## src/rtl/posit_extract_arbiter_pkg.sv

```systemverilog
// Shared definitions for the posit decode arbiter slice.
//   NBITS / ES    : posit format (32-bit, es=2)
//   NREQ_DEFAULT  : default requester count for the arbiter top
//   value_t       : decoded posit (sign, scale, left-aligned fraction, zero, inf)
package posit_extract_arbiter_pkg;

    localparam int NBITS        = 32;
    localparam int ES           = 2;
    localparam int NREQ_DEFAULT = 4;

    // Fraction is left-aligned, hidden bit not included. The shortest regime
    // is 2 bits, so the bottom two fraction bits are always zero.
    localparam int FRAC_W  = NBITS - 1 - ES;
    localparam int SCALE_W = $clog2(NBITS) + ES + 2;

    typedef struct packed {
        logic                      sgn;
        logic signed [SCALE_W-1:0] scale;
        logic [FRAC_W-1:0]         fraction;
        logic                      zero;
        logic                      inf;
    } value_t;

endpackage

```

## src/rtl/posit_extract_arbiter_if.sv

```systemverilog
// Bundle of requester-side and result-side signals of posit_extract_arbiter.
//   in_valid/in_data/in_ready : NREQ requesters, posit i at [i*NBITS +: NBITS]
//   out_valid/out_ready       : result handshake
//   out_tag/out_value/out_abs : requester index, decoded posit, magnitude bits
//   busy                      : any pipeline stage occupied
// slave  : the arbiter side.  master : the requester/consumer side.
interface posit_extract_arbiter_if
    import posit_extract_arbiter_pkg::*;
#(
    parameter int NREQ = NREQ_DEFAULT,
    parameter int TAGW = $clog2(NREQ)
);

    logic [NREQ-1:0]       in_valid;
    logic [NREQ*NBITS-1:0] in_data;
    logic [NREQ-1:0]       in_ready;
    logic                  out_valid;
    logic                  out_ready;
    logic [TAGW-1:0]       out_tag;
    value_t                out_value;
    logic [NBITS-2:0]      out_abs;
    logic                  busy;

    modport slave (
        input  in_valid, in_data, out_ready,
        output in_ready, out_valid, out_tag, out_value, out_abs, busy
    );

    modport master (
        output in_valid, in_data, out_ready,
        input  in_ready, out_valid, out_tag, out_value, out_abs, busy
    );

endinterface

```

## src/rtl/posit_extract_arbiter_extract.sv

```systemverilog
// Combinational posit decoder.
//   posit : NBITS-bit posit
//   value : sign, scale (regime*2^ES + exponent), left-aligned fraction, zero, inf
//   mag   : low NBITS-1 bits of the two's-complement magnitude
module posit_extract
    import posit_extract_arbiter_pkg::*;
(
    input  logic [NBITS-1:0] posit,
    output value_t           value,
    output logic [NBITS-2:0] mag
);

    localparam int RUN_W = $clog2(NBITS) + 1;
    localparam logic signed [SCALE_W-1:0] ONE_S = SCALE_W'(1);

    logic [NBITS-2:0]          body;
    logic [NBITS-2:0]          run_x;
    logic [NBITS-2:0]          rem;
    logic [RUN_W-1:0]          run;
    logic                      found;
    logic signed [SCALE_W-1:0] run_s;
    logic signed [SCALE_W-1:0] k;
    logic [ES-1:0]             expo;
    logic                      is_zero;
    logic                      is_inf;

    always_comb begin
        body = posit[NBITS-1] ? (~posit[NBITS-2:0] + (NBITS-1)'(1)) : posit[NBITS-2:0];

        // Regime run length = leading zeros of body XOR its own first bit.
        run_x = body ^ {(NBITS-1){body[NBITS-2]}};
        run   = RUN_W'(NBITS-1);
        found = 1'b0;
        for (int i = NBITS-2; i >= 0; i--) begin
            if (!found && run_x[i]) begin
                found = 1'b1;
                run   = RUN_W'(NBITS-2-i);
            end
        end

        // Drop the regime run plus its terminating bit; a full-length run
        // shifts everything out.
        rem   = body << (run + RUN_W'(1));
        run_s = $signed(SCALE_W'(run));
        k     = body[NBITS-2] ? (run_s - ONE_S) : -run_s;
        expo  = rem[NBITS-2 -: ES];

        is_zero = (posit == '0);
        is_inf  = (posit == {1'b1, {(NBITS-1){1'b0}}});

        value.sgn  = posit[NBITS-1];
        value.zero = is_zero;
        value.inf  = is_inf;
        if (is_zero || is_inf) begin
            value.scale    = '0;
            value.fraction = '0;
        end else begin
            value.scale    = (k <<< ES) + $signed(SCALE_W'(expo));
            value.fraction = rem[FRAC_W-1:0];
        end
        mag = body;
    end

endmodule

```

## src/rtl/posit_extract_arbiter_rr.sv

```systemverilog
// Generic round-robin arbiter.
//   req   : request vector
//   ptr   : index of the last winner; search starts at ptr+1 (mod N)
//   en    : when low, no grant is issued
//   grant : one-hot (or zero) grant
//   idx   : encoded index of the winner (valid when any=1)
//   any   : a grant is issued
module rr_arbiter #(
    parameter int N  = 4,
    parameter int IW = $clog2(N)
) (
    input  logic [N-1:0]  req,
    input  logic [IW-1:0] ptr,
    input  logic          en,
    output logic [N-1:0]  grant,
    output logic [IW-1:0] idx,
    output logic          any
);

    always_comb begin
        grant = '0;
        idx   = '0;
        any   = 1'b0;
        // First pass covers indices above ptr, second pass wraps to 0..ptr,
        // giving the cyclic order ptr+1, ..., N-1, 0, ..., ptr.
        for (int i = 0; i < N; i++) begin
            if (!any && req[i] && (i > int'(ptr))) begin
                any      = 1'b1;
                grant[i] = 1'b1;
                idx      = IW'(i);
            end
        end
        for (int i = 0; i < N; i++) begin
            if (!any && req[i] && (i <= int'(ptr))) begin
                any      = 1'b1;
                grant[i] = 1'b1;
                idx      = IW'(i);
            end
        end
        if (!en) begin
            grant = '0;
            any   = 1'b0;
        end
    end

endmodule

```

## src/rtl/posit_extract_arbiter.sv

```systemverilog
// Shares one posit_extract decoder between NREQ requesters. A round-robin
// arbiter picks one posit per cycle into the issue register (S1); the decoder
// sits between S1 and the output register (S2). One result per cycle, tagged
// with the requester index.
//   clk, reset : clock (rising edge), asynchronous active-high reset
//   bus        : posit_extract_arbiter_if.slave (requesters, result, busy)
module posit_extract_arbiter
    import posit_extract_arbiter_pkg::*;
#(
    parameter int NREQ = NREQ_DEFAULT,
    parameter int TAGW = $clog2(NREQ)
) (
    input  logic                     clk,
    input  logic                     reset,
    posit_extract_arbiter_if.slave   bus
);

    logic             adv1;
    logic             adv2;
    logic [NREQ-1:0]  grant;
    logic [TAGW-1:0]  win_idx;
    logic             win_any;
    logic [NBITS-1:0] win_posit;
    logic [TAGW-1:0]  ptr;

    logic [NBITS-1:0] posit_p1;
    logic [TAGW-1:0]  tag_p1;
    logic             vld_p1;

    value_t           dec_value;
    logic [NBITS-2:0] dec_mag;

    value_t           value_p2;
    logic [NBITS-2:0] mag_p2;
    logic [TAGW-1:0]  tag_p2;
    logic             vld_p2;

    // Only in_ready sees out_ready combinationally; the outputs are registers.
    assign adv2 = ~vld_p2 | bus.out_ready;
    assign adv1 = ~vld_p1 | adv2;

    rr_arbiter #(
        .N  (NREQ),
        .IW (TAGW)
    ) u_arb (
        .req   (bus.in_valid),
        .ptr   (ptr),
        .en    (adv1),
        .grant (grant),
        .idx   (win_idx),
        .any   (win_any)
    );

    always_comb begin
        win_posit = '0;
        for (int i = 0; i < NREQ; i++) begin
            if (grant[i]) begin
                win_posit = bus.in_data[i*NBITS +: NBITS];
            end
        end
    end

    assign bus.in_ready = grant;

    posit_extract u_ext (
        .posit (posit_p1),
        .value (dec_value),
        .mag   (dec_mag)
    );

    always_ff @(posedge clk or posedge reset) begin
        if (reset) begin
            vld_p1   <= 1'b0;
            posit_p1 <= '0;
            tag_p1   <= '0;
            vld_p2   <= 1'b0;
            value_p2 <= '0;
            mag_p2   <= '0;
            tag_p2   <= '0;
            // ptr holds the last winner: NREQ-1 makes requester 0 first.
            ptr      <= TAGW'(NREQ-1);
        end else begin
            // S1 -> decode -> S2
            if (adv2) begin
                vld_p2 <= vld_p1;
                if (vld_p1) begin
                    value_p2 <= dec_value;
                    mag_p2   <= dec_mag;
                    tag_p2   <= tag_p1;
                end
            end
            // arbiter -> S1; win_any is already gated by adv1, so it marks a handshake
            if (adv1) begin
                vld_p1 <= win_any;
                if (win_any) begin
                    posit_p1 <= win_posit;
                    tag_p1   <= win_idx;
                    ptr      <= win_idx;
                end
            end
        end
    end

    assign bus.out_valid = vld_p2;
    assign bus.out_tag   = tag_p2;
    assign bus.out_value = value_p2;
    assign bus.out_abs   = mag_p2;
    assign bus.busy      = vld_p1 | vld_p2;

endmodule
```

## src/flat_wrapper.sv

```systemverilog
// flat-port wrapper written by rule: the top's interface ports become plain ports
module posit_extract_arbiter_flat import posit_extract_arbiter_pkg::*;
#(
    parameter int NREQ = NREQ_DEFAULT,
    parameter int TAGW = $clog2(NREQ)
)
  (clk, reset, bus_in_valid, bus_in_data, bus_out_ready, bus_in_ready, bus_out_valid, bus_out_tag, bus_out_value, bus_out_abs, bus_busy);
  posit_extract_arbiter_if #(.NREQ(NREQ), .TAGW(TAGW)) bus_i ();
  input  logic clk;
  input  logic reset;
  input wire logic [$bits(bus_i.in_valid)-1:0] bus_in_valid;
  input wire logic [$bits(bus_i.in_data)-1:0] bus_in_data;
  input wire logic [$bits(bus_i.out_ready)-1:0] bus_out_ready;
  output wire logic [$bits(bus_i.in_ready)-1:0] bus_in_ready;
  output wire logic [$bits(bus_i.out_valid)-1:0] bus_out_valid;
  output wire logic [$bits(bus_i.out_tag)-1:0] bus_out_tag;
  output wire logic [$bits(bus_i.out_value)-1:0] bus_out_value;
  output wire logic [$bits(bus_i.out_abs)-1:0] bus_out_abs;
  output wire logic [$bits(bus_i.busy)-1:0] bus_busy;
  assign bus_i.in_valid = bus_in_valid;
  assign bus_i.in_data = bus_in_data;
  assign bus_i.out_ready = bus_out_ready;
  assign bus_in_ready = bus_i.in_ready;
  assign bus_out_valid = bus_i.out_valid;
  assign bus_out_tag = bus_i.out_tag;
  assign bus_out_value = bus_i.out_value;
  assign bus_out_abs = bus_i.out_abs;
  assign bus_busy = bus_i.busy;
  posit_extract_arbiter #(.NREQ(NREQ), .TAGW(TAGW)) u_core (.clk(clk), .reset(reset), .bus(bus_i));
endmodule
```

## config.mk

```make
export PLATFORM = sky130hd
export DESIGN_NAME = posit_extract_arbiter_flat
export DESIGN_NICKNAME = d
export VERILOG_FILES = /design/src/rtl/posit_extract_arbiter_pkg.sv /design/src/rtl/posit_extract_arbiter_if.sv /design/src/rtl/posit_extract_arbiter_extract.sv /design/src/rtl/posit_extract_arbiter_rr.sv /design/src/rtl/posit_extract_arbiter.sv /design/src/flat_wrapper.sv
export SDC_FILE = /design/constraint.sdc
export NUM_CORES = 1
export LEC_CHECK = 0
export ABC_AREA = 1
export CAP_MARGIN = 15
export CORE_UTILIZATION = 30
export CTS_BUF_LIST = sky130_fd_sc_hd__clkbuf_8
export CTS_CLUSTER_DIAMETER = 80
export CTS_CLUSTER_SIZE = 25
export DETAILED_ROUTE_END_ITERATION = 12
export SYNTH_ARGS = -nofsm -noshare
export SYNTH_HDL_FRONTEND = slang
export SYNTH_SLANG_ARGS = --single-unit
```

## constraint.sdc

```tcl
create_clock -name clk -period 5.94 [get_ports clk]
set_clock_uncertainty 0.2 [all_clocks]
set_input_delay 1.188 -clock clk [delete_from_list [all_inputs] [get_ports clk]]
set_output_delay 1.188 -clock clk [all_outputs]
set_load 0.1 [all_outputs]
```

==> metrics.txt <==
largest net degree at the start of global routing 77; DIE HEIGHT 170 um; Worst-Skew Late Latency 0.42 ns; status complete, no violations; initial antenna violation count 0; Die W 170 um; CP arrival 5.63 ns; Hold Path Class reg -> reg; drt drc 0; FMAX 182 MHz; synth warn 0; H-Tree Level Count 3; final setup violation count 0; mapped cell area 0.00844 sq mm; GR Overflow Total 0; Mapped Avg Cell Area 6.91 sq um; Worst setup SP type register; Ports 215; Layout Nets 1542; CP Capture Type register; syn nets 1359; Final Max Tran Viols 0; worst slew pin tran 1.01 ns; max incr delay on CP 0.41 ns; Sink Count 112; CP Class reg -> reg; antenna viol nets, final 0; setup TNS 0 ns; Synth Instances 1221; Clk pin slew, worst setup/hold paths 0.11 ns; CTS Hold Buffers Added 0; RSZ-0062 raised after global routing false; Worst Path Required 6.07 ns; Initial Util 0.304; drt first pass iters 6; CTS Buf Count 9; area delta synth->final 31.7%; All-Layer GR Usage 0.209; Area after DPL 0.0109 sq mm; vias post-DR 8919; number of global-route vias before repair 8887; CTS tree built; Layout Utilization 0.401; area of the die 0.0288 sq mm; Seq cells post-synth 112; Max Cap Viol 0; Slew headroom 0.326; first-pass GRT wire length 47100 um; final WL 28900 um; Max clock buf depth 2; RePlAce Congestion 0.932; PortBufs 214; Routed wire per std cell 16.2 um; most used cell, CP nand2_1; hpwl dp 23300 um; post-synthesis sequential area ratio 0.333; Worst Path Max Fanout 19; root buf cell clkbuf_8; Core Area 0.0277 sq mm; Row Count 61; library cells used by synthesis 47; layout cell share with drive strength beyond 1 0.0745; initial DRC count 602; min cycle time layout 5.50 ns; final instance area 0.0111 sq mm; vias per inst 4.99; Worst path slowest cell dfrtp_1; final count of hold timing violations 0; period utilisation layout 0.926; ANT cells 0
layout make-up:
class | count | area, sq um
multi-input cells | 931 | 4890
fillers | 3025 | 16600
repair buffers | 232 | 2290
clock inverters | 7 | 72.6
clock buffers | 9 | 124
flip-flops and latches | 112 | 2810
well taps | 378 | 473
inverters | 118 | 460
flip-flops by register name (all words and copies together), names as in the netlist:
register	flops
u_core.ptr	2
u_core.bus.out_valid	1
u_core.bus.out_abs	31
u_core.bus.out_tag	2
u_core.bus.out_value	41
u_core.vld_p1	1
u_core.posit_p1	32
u_core.tag_p1	2
repair_timing:
action | in CTS | in global routing
setup endpoints to repair | 0 | 31
resized for setup | 0 | 10
setup buffers | 0 | 0
layout by cell type, fill, tap and decap left out, types with 10 or more instances in the layout:
cell and count:
o21ai_0 63, a21oi_1 45, clkdlybuf4s50_1 210, nand2_2 10
inv_1 101, xor2_1 42, o211ai_1 34, nand2_1 346
o21ai_1 14, buf_4 19, nand3_1 202, dfrtp_1 110
nand4_1 13, inv_2 12, nor2_1 60, a22o_1 32
cells in the mapped netlist (all sizes together):
cell | count | area share
inv | 117 | 0.052
dfrtp | 110 | 0.33
o21a | 3 | 0.0027
nor3b | 2 | 0.0018
or2 | 2 | 0.0015
ha | 3 | 0.0045
nand2 | 361 | 0.17
a21oi | 46 | 0.027
dfstp | 2 | 0.0062
nand3 | 206 | 0.13
clkbuf | 32 | 0.014
o211ai | 34 | 0.030
xor2 | 44 | 0.049
nand4 | 21 | 0.023
a31oi | 3 | 0.0022
nor2 | 75 | 0.043
a21o | 2 | 0.0018
nor4 | 1 | 0.00074
buf | 28 | 0.023
o41ai | 1 | 0.0010
nor3 | 5 | 0.0036
clkinv | 1 | 0.00044
a32o | 3 | 0.0036
a22o | 32 | 0.033
a211oi | 1 | 0.00089
o21ai | 78 | 0.047
nand3b | 3 | 0.0027
xnor2 | 5 | 0.0052
cell families (layout without fill, tap and decap cells):
| group | after synthesis | in the layout | synth area share |
|---|---|---|---|
| AOI/OAI and AO/OA | 203 | 203 | 0.150 |
| xor gates and xnor gates | 49 | 49 | 0.0540 |
| adders and majority gates | 3 | 3 | 0.00445 |
| buffers and inverters | 178 | 366 | 0.0899 |
| DFF | 112 | 112 | 0.333 |
| and+or+nand+nor | 676 | 676 | 0.369 |
stage by stage:
stage | worst slack (ns) | instances | hold WS (ns)
floorplan | 1.12 | 1221 | 0.255
global placement | 0.476 | 1771 | 0.263
detailed placement | 0.364 | 1771 | 0.264
CTS | 0.349 | 1787 | 0.293
global route | 0.0107 | 1787 | 0.321
finish | 0.440 | 1787 | 0.286
layer usage:
layer / vias up / global-route usage / share of wire
li1: 4449 / - / -
met5: - / 0 / 0
met2: 322 / 0.356 / 0.48
met4: 0 / 0.0658 / 0.020
met1: 4114 / 0.272 / 0.45
met3: 34 / 0.0273 / 0.055
final timing paths:
kind | startpoint | endpoint | slack [ns] | cells after the start
min in group asynchronous | reset | u_core.bus.out_abs[14]$_DFFE_PP0P_ | 1.06 | 2
max in group asynchronous | reset | u_core.posit_p1[1]$_DFFE_PP0P_ | 3.37 | 3
worst max-delay path | u_core.posit_p1[0]$_DFFE_PP0P_ | u_core.bus.out_value[7]$_DFFE_PP0P_ | 0.44 | 30
worst max register to register | u_core.posit_p1[0]$_DFFE_PP0P_ | u_core.bus.out_value[7]$_DFFE_PP0P_ | 0.44 | 30
worst min-delay path | u_core.bus.out_value[9]$_DFFE_PP0P_ | u_core.bus.out_value[9]$_DFFE_PP0P_ | 0.29 | 2
worst min register to register | u_core.bus.out_value[9]$_DFFE_PP0P_ | u_core.bus.out_value[9]$_DFFE_PP0P_ | 0.29 | 2
worst max-delay path: cells and delay by family (launching register included):
family,cells,cell delay (ns)
buffers and inverters,5,0.60
adders and majority gates,2,0.52
DFF,1,0.41
and+or+nand+nor,17,2.60
xor gates and xnor gates,1,0.22
AOI/OAI and AO/OA,5,0.84
Power is left out: the tool's default activity adds up to more than one toggle a clock period on the data nets, which glitch-free logic cannot reach.
